`config.mk`:
```
export PLATFORM = sky130hd
export DESIGN_NAME = seg_encoder
export DESIGN_NICKNAME = d
export VERILOG_FILES = /design/src/rtl/seg_encoder.sv
export SDC_FILE = /design/constraint.sdc
export NUM_CORES = 1
export LEC_CHECK = 0
export ABC_AREA = 1
export CORE_MARGIN = 8
export CORE_UTILIZATION = 55
export DETAILED_ROUTE_END_ITERATION = 10
export HOLD_SLACK_MARGIN = 0.05
export PLACE_DENSITY_LB_ADDON = 0.25
export SYNTH_ARGS = -nofsm -noshare
export SYNTH_HDL_FRONTEND = slang
export SYNTH_SLANG_ARGS = --single-unit
```
`constraint.sdc`:
```
create_clock -name clk -period 2.1 [get_ports clk]
set_input_delay 0.21 -clock clk [delete_from_list [all_inputs] [get_ports clk]]
set_output_delay 0.21 -clock clk [all_outputs]
set_load 0.05 [all_outputs]
```
`src/rtl/seg_encoder.sv`:
```
// ---------------------------------------------------------------------------
// seg_encoder
//
// Decodes a captured active-high seven-segment pattern {g,f,e,d,c,b,a} into
// its hex digit. The result is held behind a valid/ready handshake. Patterns
// that match no hex glyph produce err=1 with val_out=0. Error results are
// counted in a saturating 8-bit counter.
//
// Build option:
//   SEG_ENC_STABLE_EN - when defined, a captured pattern must stay unchanged
//                       on seg_in for STABLE_CYCLES consecutive cycles (the
//                       SETTLE state) before it is decoded. When undefined,
//                       a capture goes straight to DECODE.
//
// Ports:
//   clk      in   1  sole clock, rising edge
//   rst      in   1  asynchronous, active-high reset
//   seg_in   in   7  segment pattern {g,f,e,d,c,b,a}
//   seg_vld  in   1  capture strobe, honoured only in IDLE
//   out_rdy  in   1  consumer ready, honoured only while out_vld=1
//   val_out  out  4  decoded hex value (held after handshake)
//   err      out  1  captured pattern matched no glyph (held after handshake)
//   out_vld  out  1  val_out/err valid
//   busy     out  1  high in every state except IDLE
//   err_cnt  out  8  saturating count of error results
// ---------------------------------------------------------------------------
module seg_encoder #(
   parameter int unsigned STABLE_CYCLES = 4
) (
   input  logic       clk,
   input  logic       rst,
   input  logic [6:0] seg_in,
   input  logic       seg_vld,
   input  logic       out_rdy,
   output logic [3:0] val_out,
   output logic       err,
   output logic       out_vld,
   output logic       busy,
   output logic [7:0] err_cnt
);

   if (STABLE_CYCLES < 1 || STABLE_CYCLES > 15) begin : g_bad_stable_cycles
      $error("seg_encoder: STABLE_CYCLES must be in 1..15");
   end

`ifdef SEG_ENC_STABLE_EN
   typedef enum logic [1:0] {IDLE, SETTLE, DECODE, OUT} state_t;
   // Value the counter holds during the last equal cycle of the filter.
   localparam logic [3:0] STABLE_LAST = 4'(STABLE_CYCLES - 1);
   logic [3:0] stable_cnt_q, stable_cnt_d;
`else
   typedef enum logic [1:0] {IDLE, DECODE, OUT} state_t;
`endif

   state_t     state_q, state_d;
   logic [6:0] capture_q, capture_d;
   logic [3:0] val_q, val_d;
   logic       err_q, err_d;
   logic [7:0] err_cnt_q, err_cnt_d;

   logic [3:0] dec_val;
   logic       dec_hit;

   // Glyph lookup on the captured pattern.
   always_comb begin
      dec_val = 4'h0;
      dec_hit = 1'b1;
      case (capture_q)
         7'h3F: dec_val = 4'h0;
         7'h06: dec_val = 4'h1;
         7'h5B: dec_val = 4'h2;
         7'h4F: dec_val = 4'h3;
         7'h66: dec_val = 4'h4;
         7'h6D: dec_val = 4'h5;
         7'h7D: dec_val = 4'h6;
         7'h07: dec_val = 4'h7;
         7'h7F: dec_val = 4'h8;
         7'h6F: dec_val = 4'h9;
         7'h77: dec_val = 4'hA;
         7'h7C: dec_val = 4'hB;
         7'h39: dec_val = 4'hC;
         7'h5E: dec_val = 4'hD;
         7'h79: dec_val = 4'hE;
         7'h71: dec_val = 4'hF;
         default: dec_hit = 1'b0;
      endcase
   end

   // Next-state and datapath updates.
   always_comb begin
      // NOTE: every signal gets a default first so no path leaves it
      // unassigned; otherwise synthesis infers a latch.
      state_d      = state_q;
      capture_d    = capture_q;
      val_d        = val_q;
      err_d        = err_q;
      err_cnt_d    = err_cnt_q;
`ifdef SEG_ENC_STABLE_EN
      stable_cnt_d = stable_cnt_q;
`endif
      case (state_q)
         IDLE: begin
            if (seg_vld) begin
               capture_d = seg_in;
`ifdef SEG_ENC_STABLE_EN
               stable_cnt_d = 4'd0;
               state_d      = SETTLE;
`else
               state_d      = DECODE;
`endif
            end
         end
`ifdef SEG_ENC_STABLE_EN
         SETTLE: begin
            if (seg_in != capture_q) begin
               // Pattern moved: restart the filter on the new pattern.
               capture_d    = seg_in;
               stable_cnt_d = 4'd0;
            end else if (stable_cnt_q == STABLE_LAST) begin
               stable_cnt_d = 4'd0;
               state_d      = DECODE;
            end else begin
               stable_cnt_d = stable_cnt_q + 4'd1;
            end
         end
`endif
         DECODE: begin
            val_d = dec_hit ? dec_val : 4'h0;
            err_d = ~dec_hit;
            if (!dec_hit && err_cnt_q != 8'hFF) begin
               err_cnt_d = err_cnt_q + 8'd1;
            end
            state_d = OUT;
         end
         OUT: begin
            if (out_rdy) begin
               state_d = IDLE;
            end
         end
         default: state_d = IDLE;
      endcase
   end

   // NOTE: sequential state uses non-blocking assignments so every flop
   // samples the pre-edge values regardless of statement order.
   // NOTE: the capture register and stable counter are reset too, so a
   // reset in mid-transaction leaves no stale pattern behind.
   always_ff @(posedge clk or posedge rst) begin
      if (rst) begin
         state_q      <= IDLE;
         capture_q    <= 7'h00;
         val_q        <= 4'h0;
         err_q        <= 1'b0;
         err_cnt_q    <= 8'h00;
`ifdef SEG_ENC_STABLE_EN
         stable_cnt_q <= 4'd0;
`endif
      end else begin
         state_q      <= state_d;
         capture_q    <= capture_d;
         val_q        <= val_d;
         err_q        <= err_d;
         err_cnt_q    <= err_cnt_d;
`ifdef SEG_ENC_STABLE_EN
         stable_cnt_q <= stable_cnt_d;
`endif
      end
   end

   assign val_out = val_q;
   assign err     = err_q;
   assign err_cnt = err_cnt_q;
   assign out_vld = (state_q == OUT);
   assign busy    = (state_q != IDLE);

endmodule
```
==> summary.txt, run 1 <==
Detailed routing
  • Antenna viol nets, final: 0
  • Residual DRC: 0
  • Pre-antenna DRT Iters: 4
  • Routed WL per cell: 12.2 um
  • DR vias: 1251
  • Drt via density: 5.13
  • Initial drt markers: 50
  • WL final: 2970 um

Hold path
  • Worst hold path type: input pin to async pin

Power and ir drop
  • Worst VDD drop: 0.889 mV
  • Clock power frac: 9.1%
  • Pint: 1010 uW
  • Switch Pwr: 1080 uW
  • Flop pwr share: 35.2%
  • Sw frac: 51.5%
  • Power per cell area: 1280 nW/um^2
  • Logic gate share of total power: 55.7%
  • Leakage power: 0.000879 uW

Final layout
  • Final nets: 228
  • Antenna fix cells: 0
  • Final instance area: 1630 sq um
  • # fillers: 227
  • Layout cells sized above 1: 11.7%
  • P&R area growth vs syn: 23.0%

Worst setup path
  • Critical path class: register to output port
  • Slowest cell on crit path: clkdlybuf4s50_1
  • Maximum fanout along the worst path: 2
  • Worst R2R Start: capture_q[5]$_DFFE_PP0P_
  • Critical Path RT: 1.89 ns
  • R2R depth: 10
  • Critical Path End Type: output port
  • Max stage delay on crit path: 0.79 ns
  • RR Endpoint: err_cnt[3]$_DFFE_PP0P_
  • Reg2reg setup slack: 0.40 ns
  • Crit-path most repeated cell: inv_1
  • Critical Path AT: 1.68 ns
  • WP buf/inv: 3
  • Delay-heaviest family, CP: buffers and inverters
  • CP Cell Sequence: inv_1, nand2_1, inv_1, clkdlybuf4s50_1
  • Crit start category: register

Logic synthesis
  • Synth Area in XOR/XNOR: 3.30%
  • Simple-Gate Fraction of Synth Area: 42.2%
  • Area leader, netlist: dfrtp_1
  • Main combinational cell family by area after synthesis: simple AND/OR/NAND/NOR gates
  • Synth Area in Adders: 0.943%
  • Post-synthesis net count: 199
  • Share of the synthesized area in the top cell type: 41.5%
  • Syn Area/Cell: 7.10 sq um
  • Ranking of synthesized cells by area: dfrtp_1 41%, nand2_1 19%, nor2_1 5.7%
  • Register area share after synthesis: 41.5%
  • Synth warnings: 0
  • Yosys cell types: 20
  • Mux share of post-synthesis cell area: 0%
  • Post-synthesis compound-gate area fraction: 4.34%
  • Cells after synthesis: 187
  • Mapped cell area: 1330 sq um
  • Yosys reg bits: 22

STA
  • Setup ws final: 0.213 ns
  • Period minus WS final: 1.89 ns
  • Crit share post-route: 89.8%
  • Fin. max-slew vios: 0
  • Final TNS setup: 0 ns
  • RSZ-0062 raised after global routing: false
  • Slew headroom: 66.1%
  • Actual slew at the worst max-slew pin: 0.506 ns
  • Hold_ws: 0.225 ns
  • Final Hold Vio Count: 0
  • Fmax: 0.530 GHz
  • Setup violators final: 0
  • Clock skew: 0.00351 ns

Clock tree
  • Clock Sinks: 22
  • CTS root buffer: clkbuf_4
  • Clk pin slew, worst setup/hold paths: 0.12 ns
  • Hold Buf Count CTS: 0
  • Htree depth: 1
  • Post-CTS Setup Inserts: 0
  • Post_cts resized: 0
  • Clk_lat worst skew: 0.30 ns
  • Total clock buffers created by CTS: 3
  • Clk buf depth: 2
  • TritonCTS clock tree: built

Global routing
  • Overflow after GRT: 0
  • Vias in the first global route: 1268
  • Initial antenna violation count: 0
  • Largest net degree at the start of global routing: 23
  • Global-route wire length before repair: 5150 um
  • GRT Total Usage: 14.8%

Placed design
  • Placed inst area: 1610 sq um
  • DP Worst Slack: 0.423 ns
  • Final HPWL DP: 2430 um
  • IO Port Bufs: 25
  • RePlAce Congestion: 0.953

Floorplan
  • DIE HEIGHT: 65.1 um
  • Placeable Area: 2390 sq um
  • Starting Density: 55.6%
  • FP Rows: 18
  • Die Wd: 65.1 um
  • Io pins: 26
  • Die Area: 4240 sq um

Flow run
  • Max_cap viols: 0

Outcome
  • Status: finished clean
[synth_stat cells]
master,n
nand2_1,67
dfrtp_1,22
nor2_1,20
inv_1,18
nand3_1,11
o21ai_0,10
nand4_1,8
nand2_2,7
inv_2,4
nor2_2,4
nand3_2,3
xor2_1,3
nor2_4,2
xnor2_1,2
buf_2,1
buf_6,1
clkbuf_1,1
ha_1,1
nand3b_1,1
o31ai_1,1
[stage by stage]
stage | cells | total power, uW | util, %
global route | 244 | 2240 | 68.4
finish | 244 | 2090 | 68.4
detailed placement | 241 | 1920 | 67.5
floorplan | 187 | 1570 | -
CTS | 244 | 2110 | 68.4
global placement | 241 | 1880 | 67.5
[kinds of logic (layout without fill, tap and decap cells)]
group           after synthesis  after routing
buf+inv                      25             52
flops                        22             22
fa+ha+maj                     1              1
simple gates                123            123
xor+xnor                      5              5
compound gates               11             11
[worst max path at each step]
stage | startpoint | cells past startpoint | slack [ns] | to
3_5_place_dp | capture_q[5]$_DFFE_PP0P_ | 10 | 0.42 | err_cnt[3]$_DFFE_PP0P_
4_1_cts | state_q[0]$_DFFE_PP0P_ | 4 | 0.20 | out_vld
6_report | state_q[0]$_DFFE_PP0P_ | 4 | 0.21 | out_vld
5_1_grt | state_q[0]$_DFFE_PP0P_ | 4 | 0.13 | out_vld
3_3_place_gp | capture_q[4]$_DFFE_PP0P_ | 10 | 0.47 | err_cnt[7]$_DFFE_PP0P_
2_1_floorplan | err_cnt[0]$_DFFE_PP0P_ | 11 | 0.29 | err_cnt[6]$_DFFE_PP0P_
[placed cells by master, fill, tap and decap left out]
cell	n
xnor2_1	2
nor2_2	4
nand2_1	67
nand2_2	7
inv_2	4
dfrtp_1	22
nand4_1	8
nand3_2	3
clkdlybuf4s50_1	25
inv_1	18
clkbuf_4	3
o21ai_0	10
o31ai_1	1
xor2_1	3
buf_4	2
ha_1	1
nor2_4	2
nand3b_1	1
nand3_1	11
nor2_1	20
[layer usage]
metal | share of wire [%] | global-route usage, %
met2 | 51 | 27.5
met1 | 43 | 15.4
met3 | 4.4 | 3.23
met4 | 1.6 | 7.36
met5 | 0 | 0
[worst reg2reg max path, delay by kind of cell, from the launching register on]
family	cells	cell delay [ns]
flip-flops	1	0.45
AND/OR/NAND/NOR	10	1.16
[layout make-up]
class                   instances  area, sq um  share of cell area, %
multi-input cells             140          674                   41.3
flip-flops and latches         22          551                   33.7
repair buffers                 27          265                   16.2
inverters                      22         82.6                   5.06
well taps                      30         37.5                   2.30
clock buffers                   3         22.5                   1.38
[registers in the layout, indices dropped and copies added, names as in the netlist]
name       flops
state_q        2
capture_q      7
val_out        4
err            1
err_cnt        8
[power by group through the flow]
| stage | clock network (uW) | logic, uW | registers (uW) |
|---|---|---|---|
| after floorplan | 0 | 605 | 966 |
| after global placement | 0 | 1140 | 734 |
| after detailed placement | 0 | 1170 | 746 |
| after CTS | 193 | 1180 | 738 |
| after global routing | 207 | 1270 | 759 |
| final | 190 | 1170 | 738 |
Power figures use the tool's default switching activity.
==> run 2: changes to the inputs <==
CORE_MARGIN = 2   (was 8)
CTS_CLUSTER_SIZE = 16   (was not set)
==> summary.txt, run 2 (synthesis gave the netlist of run 1 again) <==
Outcome
  • Status: finished clean (unchanged)

STA
  • RSZ-0062 raised after global routing: false (unchanged)
  • Clock skew: 0.000965 ns (was 0.00351 ns)
  • Final Hold Vio Count: 0 (unchanged)
  • Fmax: 0.536 GHz (was 0.530 GHz)
  • Final TNS setup: 0 ns (unchanged)
  • Fin. max-slew vios: 0 (unchanged)
  • Crit share post-route: 88.9% (was 89.8%)
  • Hold_ws: 0.234 ns (was 0.225 ns)
  • Actual slew at the worst max-slew pin: 0.503 ns (was 0.506 ns)
  • Period minus WS final: 1.87 ns (was 1.89 ns)
  • Setup violators final: 0 (unchanged)
  • Setup ws final: 0.233 ns (was 0.213 ns)
  • Slew headroom: 66.4% (was 66.1%)

Clock tree
  • Clk buf depth: 2 (unchanged)
  • Clk_lat worst skew: 0.30 ns (about the same)
  • Post-CTS Setup Inserts: 0 (unchanged)
  • Clock Sinks: 22 (unchanged)
  • Post_cts resized: 0 (unchanged)
  • Total clock buffers created by CTS: 3 (unchanged)
  • Htree depth: 1 (unchanged)
  • CTS root buffer: clkbuf_4 (unchanged)
  • Clk pin slew, worst setup/hold paths: 0.12 ns (about the same)
  • Hold Buf Count CTS: 0 (unchanged)
  • TritonCTS clock tree: built (unchanged)

Worst setup path
  • Reg2reg setup slack: 0.36 ns (was 0.40 ns)
  • Critical Path RT: 1.89 ns (about the same)
  • Critical Path AT: 1.66 ns (was 1.68 ns)
  • Maximum fanout along the worst path: 2 (unchanged)
  • Critical Path End Type: output port (unchanged)
  • Critical path class: register to output port (unchanged)
  • Crit start category: register (unchanged)

Final layout
  • Commonest non-fill, non-tap cell in the layout: nand2_1 (unchanged)
  • Final instance area: 1630 sq um (about the same)
  • Antenna fix cells: 0 (unchanged)
  • Final nets: 228 (unchanged)
  • P&R area growth vs syn: 22.8% (was 23.0%)
  • Layout cells sized above 1: 11.7% (unchanged)
  • Max FFs per register: 8 (unchanged)
  • Commonest cells after routing, fill and taps aside: 67 x nand2_1, 25 x clkdlybuf4s50_1, 22 x dfrtp_1 (unchanged)

Global routing
  • Overflow after GRT: 0 (unchanged)
  • GRT Total Usage: 23.3% (was 14.8%)
  • Global-route wire length before repair: 4780 um (was 5150 um)
  • Initial antenna violation count: 0 (unchanged)
  • Largest net degree at the start of global routing: 23 (unchanged)
  • Vias in the first global route: 1124 (was 1268)

Floorplan
  • Io pins: 26 (unchanged)
  • DIE HEIGHT: 53.1 um (was 65.1 um)
  • Die Area: 2820 sq um (was 4240 sq um)
  • Starting Density: 58.9% (was 55.6%)
  • Die Wd: 53.1 um (was 65.1 um)
  • Placeable Area: 2250 sq um (was 2390 sq um)
  • FP Rows: 17 (was 18)

Detailed routing
  • Drt via density: 5.20 (was 5.13)
  • Routed WL per cell: 11.7 um (was 12.2 um)
  • Residual DRC: 0 (unchanged)
  • Pre-antenna DRT Iters: 4 (unchanged)
  • Antenna viol nets, final: 0 (unchanged)
  • Initial drt markers: 35 (was 50)
  • WL final: 2830 um (was 2970 um)
  • DR vias: 1259 (was 1251)

Placed design
  • RePlAce Congestion: 0.930 (was 0.953)
  • DP Worst Slack: 0.407 ns (was 0.423 ns)
  • Final HPWL DP: 2160 um (was 2430 um)
  • IO Port Bufs: 25 (unchanged)
  • Placed inst area: 1610 sq um (about the same)

Flow run
  • Max_cap viols: 0 (unchanged)

Power and ir drop
  • Total power: 2090 uW (about the same)
  • Worst VDD drop: 1.38 mV (was 0.889 mV)
  • Leakage power: 0.000879 uW (unchanged)
  • Power per cell area: 1280 nW/um^2 (about the same)

Hold path
  • Worst hold path type: input pin to async pin (unchanged)
[run 2: cell counts in the layout (fill, tap and decap cells not counted)]
Identical to the previous run, type by type.
[run 2: critical path, stage by stage, from the launching register on]
cell             delay [ns]
dfrtp_1                0.39
inv_1                  0.07
nand2_1                0.06
inv_1                  0.05
clkdlybuf4s50_1        0.79
[run 2: area by class of cell]
type / count / area, sq um
multi-input cells: 140 / 674
repair buffers: 27 / 265
well taps: 28 / 35.0
inverters: 22 / 82.6
fillers: 185 / 624
clock buffers: 3 / 22.5
flip-flops and latches: 22 / 551
[run 2: metrics by stage]
step / utilization (%) / instances
CTS: 72.3 / 242
floorplan: - / 187
detailed placement: 71.3 / 239
finish: 72.3 / 242
global placement: 71.3 / 239
global route: 72.3 / 242
[run 2: final timing paths]
check,startpoint,to,cells after the start
min in group clk,seg_in[5],capture_q[5]$_DFFE_PP0P_,3
worst max-delay path,state_q[0]$_DFFE_PP0P_,out_vld,4
worst max register to register,capture_q[3]$_DFFE_PP0P_,err_cnt[0]$_DFFE_PP0P_,10
max in group asynchronous,rst,capture_q[3]$_DFFE_PP0P_,3
worst min register to register,val_out[0]$_DFFE_PP0P_,val_out[0]$_DFFE_PP0P_,2
worst min-delay path,rst,state_q[1]$_DFFE_PP0P_,3
[run 2: where the power goes]
group | switching (uW) | internal [uW]
logic | 792 | 371
clock network | 124 | 67.0
registers | 156 | 576
[run 2: routing by layer]
layer / vias up / GRT usage (%) / part of all wire (%)
li1: 644 / - / -
met1: 563 / 30.6 / 44
met2: 48 / 39.6 / 49
met3: 4 / 2.82 / 6.1
met4: 0 / 7.26 / 0.88
met5: - / 0 / 0
==> run 3: changes to the inputs <==
CORE_ASPECT_RATIO = 0.7   (was not set)
==> summary.txt, run 3 (synthesis gave the netlist of run 1 again) <==
Power and ir drop
  • Power per cell area: 1300 nW/um^2 (was 1280 nW/um^2)
  • Leakage power: 0.000887 uW (was 0.000879 uW)
  • Worst VDD drop: 0.930 mV (was 1.38 mV)

Floorplan
  • Die Wd: 62.7 um (was 53.1 um)
  • DIE HEIGHT: 45.1 um (was 53.1 um)
  • Starting Density: 59.7% (was 58.9%)
  • Placeable Area: 2220 sq um (was 2250 sq um)
  • Io pins: 26 (unchanged)
  • FP Rows: 14 (was 17)
  • Die Area: 2830 sq um (was 2820 sq um)

Global routing
  • Largest net degree at the start of global routing: 23 (unchanged)
  • Initial antenna violation count: 0 (unchanged)
  • Vias in the first global route: 1253 (was 1124)
  • GRT Total Usage: 24.6% (was 23.3%)
  • Overflow after GRT: 0 (unchanged)
  • Global-route wire length before repair: 5330 um (was 4780 um)

Final layout
  • Fin util: 74.1% (was 72.3%)
  • FF+latch area: 551 sq um (unchanged)
  • Layout cells sized above 1: 12.1% (was 11.7%)
  • P&R area growth vs syn: 24.2% (was 22.8%)
  • Max FFs per register: 8 (unchanged)
  • Final nets: 228 (unchanged)
  • # fillers: 183 (was 185)
  • Area occupied by multi-input gates: 674 sq um (unchanged)
  • Commonest non-fill, non-tap cell in the layout: nand2_1 (unchanged)
  • Commonest cells after routing, fill and taps aside: 67 x nand2_1, 25 x clkdlybuf4s50_1, 22 x dfrtp_1 (unchanged)
  • Antenna fix cells: 0 (unchanged)

STA
  • RSZ-0062 raised after global routing: false (unchanged)
  • Crit share post-route: 91.0% (was 88.9%)
  • Fin. max-slew vios: 0 (unchanged)
  • Setup violators final: 0 (unchanged)
  • Period minus WS final: 1.91 ns (was 1.87 ns)
  • Clock skew: 0.0127 ns (was 0.000965 ns)
  • Final Hold Vio Count: 0 (unchanged)
  • Actual slew at the worst max-slew pin: 0.564 ns (was 0.503 ns)
  • Final TNS setup: 0 ns (unchanged)
  • Slew headroom: 62.3% (was 66.4%)
  • Fmax: 0.523 GHz (was 0.536 GHz)

Clock tree
  • TritonCTS clock tree: built (unchanged)
  • Clk pin slew, worst setup/hold paths: 0.13 ns (was 0.12 ns)
  • Htree depth: 1 (unchanged)
  • Clock Sinks: 22 (unchanged)
  • Hold Buf Count CTS: 0 (unchanged)
  • Post-CTS Setup Inserts: 0 (unchanged)
  • CTS root buffer: clkbuf_4 (unchanged)
  • Clk_lat worst skew: 0.31 ns (was 0.30 ns)
  • Total clock buffers created by CTS: 3 (unchanged)
  • Post_cts resized: 0 (unchanged)
  • Clk buf depth: 2 (unchanged)

Detailed routing
  • Routed WL per cell: 11.9 um (was 11.7 um)
  • WL final: 2950 um (was 2830 um)
  • Antenna viol nets, final: 0 (unchanged)
  • Initial drt markers: 64 (was 35)
  • Drt via density: 5.19 (was 5.20)
  • Pre-antenna DRT Iters: 4 (unchanged)
  • Residual DRC: 0 (unchanged)
  • DR vias: 1282 (was 1259)

Flow run
  • Max_cap viols: 0 (unchanged)

Placed design
  • Final HPWL DP: 2280 um (was 2160 um)
  • IO Port Bufs: 25 (unchanged)
  • RePlAce Congestion: 0.939 (was 0.930)

Worst setup path
  • Maximum fanout along the worst path: 2 (unchanged)
  • Critical path class: register to output port (unchanged)
  • Reg2reg setup slack: 0.35 ns (was 0.36 ns)
  • Critical Path End Type: output port (unchanged)
  • Critical Path AT: 1.70 ns (was 1.66 ns)
  • Critical Path RT: 1.89 ns (about the same)
  • Crit start category: register (unchanged)

Hold path
  • Worst hold path type: input pin to async pin (unchanged)

Outcome
  • Status: finished clean (unchanged)
==> run 3: cell type report <==
cell class	instances	area share, %
multi-input cells	140	40.9
flip-flops and latches	22	33.4
repair buffers	27	16.1
inverters	22	5.01
well taps	32	2.43
clock buffers	4	2.20
==> run 3: critical path, cell delays in order (launching register included) <==
cell and delay [ns]:
dfrtp_1 0.41, inv_1 0.07, nand2_1 0.06, inv_1 0.05, clkdlybuf4s50_1 0.79
==> run 3: power breakdown <==
group          internal [uW]  total [uW]  switching (uW)
Clock                    106         233             127
Combinational            371        1170             799
Sequential               576         737             161
==> run 3: routing by layer <==
metal / GRT usage, % / part of all wire (%) / up-vias
met1: 31.1 / 44 / 565
met2: 42.6 / 45 / 69
li1: - / - / 644
met3: 6.98 / 9.9 / 4
met5: 0 / 0 / -
met4: 7.11 / 0.81 / 0
==> run 3: stage by stage <==
step	worst slack (ns)	std cells	total power (uW)	hold slack (ns)	cell area [sq um]
global route	0.111	247	2300	0.244	1650
finish	0.188	247	2140	0.210	1650
floorplan	0.286	187	1570	0.199	1330
detailed placement	0.411	243	1900	0.469	1610
CTS	0.191	247	2140	0.228	1650
global placement	0.495	243	1860	0.461	1610
==> run 3: worst paths after layout <==
check / startpoint / cells after the start / end
min in group clk: seg_in[0] / 3 / capture_q[0]$_DFFE_PP0P_
worst max register to register: capture_q[5]$_DFFE_PP0P_ / 10 / err_cnt[1]$_DFFE_PP0P_
worst min register to register: val_out[2]$_DFFE_PP0P_ / 2 / val_out[2]$_DFFE_PP0P_
max in group asynchronous: rst / 3 / val_out[1]$_DFFE_PP0P_
worst max-delay path: state_q[0]$_DFFE_PP0P_ / 4 / out_vld
worst min-delay path: rst / 3 / err_cnt[6]$_DFFE_PP0P_
